File: src/rtl/ex_stage.sv
// ex_stage: execute stage with built-in EX/MEM register, accumulator forwarding
// and an iterative shift-add multiplier that stalls the upstream pipeline.
`default_nettype none

module ex_stage #(
  parameter logic [4:0] ACC_ADDR  = 5'd0,
  parameter int         MUL_ITERS = 8
) (
  input  logic       clk,
  input  logic       rst,
  input  logic [2:0] in_opcode,
  input  logic [4:0] in_dest,
  input  logic [7:0] in_imm,
  input  logic [7:0] in_reg_val,
  input  logic [7:0] in_acc_val,
  input  logic       in_reg_write,
  input  logic       in_mem_write,
  output logic       stall,
  output logic [7:0] out_result,
  output logic [4:0] out_dest,
  output logic       out_reg_write,
  output logic       out_mem_write,
  output logic       out_zero,
  output logic       out_carry
);

  localparam logic [2:0] OP_NOP = 3'd0;
  localparam logic [2:0] OP_LDI = 3'd1;
  localparam logic [2:0] OP_ADD = 3'd2;
  localparam logic [2:0] OP_SUB = 3'd3;
  localparam logic [2:0] OP_AND = 3'd4;
  localparam logic [2:0] OP_OR  = 3'd5;
  localparam logic [2:0] OP_MUL = 3'd6;
  localparam logic [2:0] OP_ST  = 3'd7;

  localparam int                CNT_W     = $clog2(MUL_ITERS + 1);
  localparam logic [CNT_W-1:0]  LAST_ITER = CNT_W'(MUL_ITERS - 1);

  typedef enum logic [1:0] {
    S_IDLE = 2'd0,
    S_BUSY = 2'd1,
    S_DONE = 2'd2
  } state_t;

  state_t state, state_next;

  logic             fwd;
  logic [7:0]       op_a;
  logic [7:0]       op_b;
  logic [8:0]       sum;
  logic [8:0]       diff;
  logic [7:0]       alu_result;
  logic             alu_carry;
  logic             flags_upd;
  logic             busy_stall;
  logic             mul_start;

  logic [15:0]      mul_a;
  logic [7:0]       mul_b;
  logic [15:0]      prod;
  logic [CNT_W-1:0] cnt;
  logic [4:0]       cap_dest;
  logic             cap_reg_write;
  logic             cap_mem_write;

  // Forward the previous accumulator result that ID could not yet see.
  assign fwd  = out_reg_write && (out_dest == ACC_ADDR);
  assign op_a = fwd ? out_result : in_acc_val;
  assign op_b = in_reg_val;

  assign sum  = {1'b0, op_a} + {1'b0, op_b};
  assign diff = {1'b0, op_a} - {1'b0, op_b};

  always_comb begin
    alu_result = 8'h00;
    alu_carry  = 1'b0;
    flags_upd  = 1'b1;
    case (in_opcode)
      OP_NOP: flags_upd = 1'b0;
      OP_LDI: alu_result = in_imm;
      OP_ADD: begin
        alu_result = sum[7:0];
        alu_carry  = sum[8];
      end
      OP_SUB: begin
        alu_result = diff[7:0];
        alu_carry  = diff[8];
      end
      OP_AND: alu_result = op_a & op_b;
      OP_OR:  alu_result = op_a | op_b;
      OP_ST: begin
        alu_result = op_a;
        flags_upd  = 1'b0;
      end
      default: flags_upd = 1'b0;
    endcase
  end

  assign mul_start = (state == S_IDLE) && (in_opcode == OP_MUL);

  always_comb begin
    state_next = state;
    busy_stall = 1'b0;
    case (state)
      S_IDLE: begin
        if (in_opcode == OP_MUL) begin
          busy_stall = 1'b1;
          state_next = S_BUSY;
        end
      end
      S_BUSY: begin
        busy_stall = 1'b1;
        if (cnt == LAST_ITER) state_next = S_DONE;
      end
      S_DONE:  state_next = S_IDLE;
      default: state_next = S_IDLE;
    endcase
  end

  // Stall must be low while reset is held, even if a MUL sits at the input.
  assign stall = busy_stall & rst;

  always_ff @(posedge clk or negedge rst) begin
    if (!rst) state <= S_IDLE;
    else      state <= state_next;
  end

  // Multiplier datapath: operands and destination are captured once so the
  // upstream values are irrelevant for the rest of the operation.
  always_ff @(posedge clk or negedge rst) begin
    if (!rst) begin
      mul_a         <= 16'h0000;
      mul_b         <= 8'h00;
      prod          <= 16'h0000;
      cnt           <= '0;
      cap_dest      <= 5'd0;
      cap_reg_write <= 1'b0;
      cap_mem_write <= 1'b0;
    end else if (mul_start) begin
      mul_a         <= {8'h00, op_a};
      mul_b         <= op_b;
      prod          <= 16'h0000;
      cnt           <= '0;
      cap_dest      <= in_dest;
      cap_reg_write <= in_reg_write;
      cap_mem_write <= in_mem_write;
    end else if (state == S_BUSY) begin
      if (mul_b[0]) prod <= prod + mul_a;
      mul_a <= mul_a << 1;
      mul_b <= mul_b >> 1;
      cnt   <= cnt + 1'b1;
    end
  end

  // EX/MEM register.
  always_ff @(posedge clk or negedge rst) begin
    if (!rst) begin
      out_result    <= 8'h00;
      out_dest      <= 5'd0;
      out_reg_write <= 1'b0;
      out_mem_write <= 1'b0;
      out_zero      <= 1'b0;
      out_carry     <= 1'b0;
    end else begin
      case (state)
        S_IDLE: begin
          if (in_opcode == OP_MUL) begin
            out_reg_write <= 1'b0;
            out_mem_write <= 1'b0;
          end else begin
            out_result    <= alu_result;
            out_dest      <= in_dest;
            out_reg_write <= in_reg_write;
            out_mem_write <= in_mem_write;
            if (flags_upd) begin
              out_zero  <= (alu_result == 8'h00);
              out_carry <= alu_carry;
            end
          end
        end
        S_DONE: begin
          out_result    <= prod[7:0];
          out_dest      <= cap_dest;
          out_reg_write <= cap_reg_write;
          out_mem_write <= cap_mem_write;
          out_zero      <= (prod[7:0] == 8'h00);
          out_carry     <= (prod[15:8] != 8'h00);
        end
        default: begin
          out_reg_write <= 1'b0;
          out_mem_write <= 1'b0;
        end
      endcase
    end
  end

endmodule

`default_nettype wire

File: config.mk
export PLATFORM = sky130hd
export DESIGN_NAME = ex_stage
export DESIGN_NICKNAME = d
export VERILOG_FILES = /design/src/rtl/ex_stage.sv
export SDC_FILE = /design/constraint.sdc
export NUM_CORES = 1
export LEC_CHECK = 0
export CORE_MARGIN = 3
export CORE_UTILIZATION = 54
export CTS_CLUSTER_SIZE = 28
export DETAILED_ROUTE_END_ITERATION = 6
export HOLD_SLACK_MARGIN = 0.05
export PLACE_DENSITY_LB_ADDON = 0.2
export SLEW_MARGIN = 25
export SYNTH_ARGS = -nofsm -noshare
export SYNTH_HDL_FRONTEND = slang
export SYNTH_SLANG_ARGS = --single-unit
File: constraint.sdc
create_clock -name clk -period 3.6 [get_ports clk]
set_input_delay 0.36 -clock clk [delete_from_list [all_inputs] [get_ports clk]]
set_output_delay 0.36 -clock clk [all_outputs]
set_load 0.1 [all_outputs]
==> flow_metrics.py <==
metrics = {
    "place": {
        "gp_congestion": 1.01,
        "hpwlAfterDp_microns": 10100,
        "portBuffers": 53,
        "dp_slack_ps": 119,
    },
    "power": {
        "power.leakage_nw": 2.79,
        "peakVddDrop_mv": 0.595,
        "power_density_nw_per_um2": 771,
    },
    "worst_setup_path": {
        "path_max_fanout": 9,
        "crit_type": "flop to flop",
        "critPathArrivalTime_ps": 3710,
        "critPathLaunchType": "flop",
        "end_kind": "flop",
        "cp.required_ps": 3850,
    },
    "clocking": {
        "cts_inserted_buffers": 9,
        "clock_latency_ps": 360,
        "clk_path_buf_depth": 2,
        "cts_hold_buf": 0,
        "cts.sinks": 70,
        "cts_resized": 0,
        "ctsRootBufferMaster": "clkbuf_8",
        "cts_tree": "built",
        "cts_setup_buffers": 0,
        "h-tree-depth": 3,
        "clk_pin_slew_ps": 90,
    },
    "die": {
        "placementRows": 34,
        "die_x_microns": 102,
        "die_area_sq_um": 10400,
        "die_y_microns": 102,
        "ios": 54,
        "start_util_pct": 56.5,
        "core_area_sq_um": 8850,
    },
    "sta": {
        "max_slew.worst_pin.slew_ps": 984,
        "setup_viol_count_final": 0,
        "finalClockSkew_ps": 11.8,
        "fmax_mhz": 289,
        "period_share_pct": 96.0,
        "setup_slack_ps": 145,
        "drv_slew": 0,
        "period_minus_slack_ps": 3460,
        "hold_viol": 0,
        "relSlewSlack_pct": 34.2,
    },
    "synth": {
        "synthDistinctLibCells": 62,
        "yosysTopAreaCellShare_pct": 35.0,
        "synth_enable_flop_cells": 0,
        "syn_avg_cell_area_sq_um": 8.52,
        "synth-async-reset-ratio_pct": 100,
        "syn_nets": 666,
        "ys_seq_area_share_pct": 35.0,
        "yosysTopAreaCell": "dfrtp_1",
        "synthFlopType": "dfrtp_1",
        "yosys_warnings": 0,
        "mappedNetlistArea_sq_um": 5000,
        "syn-instance-count": 587,
        "ys_seq_elements": 70,
        "synth.area.top_cells": "dfrtp_1, ha_1, nand2_1",
    },
    "route": {
        "via_count": 4508,
        "drt_wl_total_microns": 13600,
        "route.antenna.remaining_nets": 0,
        "routed_via_density": 6.00,
        "wire_per_inst_microns": 18.1,
        "drt_iter0_drc": 278,
        "drtPass1Iterations": 5,
        "drc_errors": 0,
    },
    "layout": {
        "nets": 717,
        "layout-drive-gt1-share_pct": 8.55,
        "fin_util_pct": 67.1,
        "n_antenna_cell": 0,
        "area_growth_pct": 18.8,
    },
    "flow_run": {
        "max_cap_violations": 0,
    },
    "global_route": {
        "grt_pass1_wl_microns": 22100,
        "grt_start_max_net_pins": 71,
        "antenna_found_initial": 0,
        "grt_pass1_vias": 4271,
        "grt_remaining_overflow": 0,
        "grt_use_total_pct": 27.0,
    },
    "status": {
        "status": "finished, final reports clean",
    },
    "hold_path": {
        "min-delay-path-class": "input pin to async pin",
    },
}
[state kept, by name, indices dropped and copies added, names as in the netlist, 2 cells and up]
signal,flops
cnt,4
out_result,8
mul_a,16
prod,16
mul_b,8
out_dest,5
cap_dest,5
state,2
[cell usage after synthesis (2+ instances only)]
master,instances
xor2_1,4
a22o_1,5
nor2b_1,14
a221oi_1,2
nor2_1,31
inv_1,39
o21bai_1,6
xnor2_1,10
o21ai_0,45
nor4_1,5
and3b_1,2
a21o_1,9
clkbuf_1,21
ha_1,40
a22oi_1,12
mux2i_1,19
and2_1,2
or3_1,2
nand2_1,92
nor3_1,15
o31ai_1,8
buf_2,4
mux2i_4,2
o21a_1,3
and3_1,8
o211ai_1,3
nand3_1,18
a221o_1,2
o22ai_1,6
a31oi_1,8
nor4_2,2
buf_1,4
nand3b_1,2
o221ai_1,3
a211oi_1,3
nand2b_1,9
fa_1,3
dfrtp_1,70
a21oi_1,31
[stage by stage]
stage               cells  power, mW  area [sq um]  hold WS [ps]  setup TNS, ps
global route          751       4.88          5940           312          -2.56
detailed placement    735       3.83          5690           462              0
CTS                   751       4.56          5910           284              0
finish                751       4.58          5940           232              0
floorplan             587       3.18          5000          64.4              0
global placement      735       3.76          5690           453              0
[per-layer routing]
metal	track usage (%)	vias to the layer above	share of wire (%)
met1	38.2	2153	46
met2	43.6	169	47
met4	7.27	0	1.5
met3	3.75	18	5.5
met5	0	-	0
li1	-	2168	-
[final cells by class]
class | count | area (sq um)
Tap cell | 108 | 135
Inverter | 40 | 150
Clock inverter | 7 | 97.6
Fill cell | 745 | 2910
Multi-Input combinational cell | 447 | 3010
Timing Repair Buffer | 70 | 663
Clock buffer | 9 | 124
Sequential cell | 70 | 1760
[worst max-delay path, stage by stage, from the launching register on]
cell and delay, ps:
dfrtp_2 440, nor4_4 320, nand3b_4 150, buf_4 220
mux2_2 290, inv_1 100, fa_1 440, nor3_1 200
nor3_2 100, xor2_1 150, a221oi_1 280, a21oi_1 100
or3_1 380, o41ai_2 190
[path summary, 6_finish.rpt]
path	start	endpoint	slack, ps	depth (start not counted)
max in group asynchronous	rst	out_dest[4]	2740	2
setup reg to reg	out_dest[1]	out_zero	140	13
setup / recovery	out_dest[1]	out_zero	140	13
min in group clk	mul_b[3]	mul_b[3]	480	2
hold / removal	rst	out_result[4]	230	2
hold reg to reg	mul_b[3]	mul_b[3]	480	2
[power by group]
group / leakage (nW) / internal (mW) / switching, mW
Clock: 0.106 / 0.392 / 0.332
Sequential: 0.899 / 1.11 / 0.318
Combinational: 1.79 / 0.849 / 1.58
[logic make-up (layout without fill, tap and decap cells)]
logic type      after synthesis  in the layout  share of synthesized area, %
buf+inv                      70            126                          5.51
compound gates              159            159                          20.9
mux                          23             23                          5.23
fa+ha+maj                    43             43                          11.2
xor+xnor                     14             14                          2.45
simple gates                208            208                          19.6
flops                        70             70                          35.0
[cells in the final DEF (no fill, tap or decap), types with 3 or more instances in the layout]
cell type        instances
dfrtp_1                 66
xnor2_1                 10
clkdlybuf4s50_1         51
a21o_1                   9
o31ai_1                  8
nor2_1                  31
o221ai_1                 3
ha_1                    39
o21a_1                   3
o22ai_1                  6
mux2i_1                 18
fa_1                     3
nand2_1                 92
a22oi_1                 12
nand2b_1                 9
a21oi_1                 31
inv_1                   39
clkbuf_8                 9
dfrtp_2                  4
a31oi_1                  8
buf_4                   17
and3_1                   8
xor2_1                   4
nand3_1                 18
nor4_1                   5
a211oi_1                 3
nor2b_1                 13
o211ai_1                 3
o21ai_0                 45
o21bai_1                 6
nor3_1                  14
a22o_1                   5
Note: power is estimated with default switching activity, not from simulation.
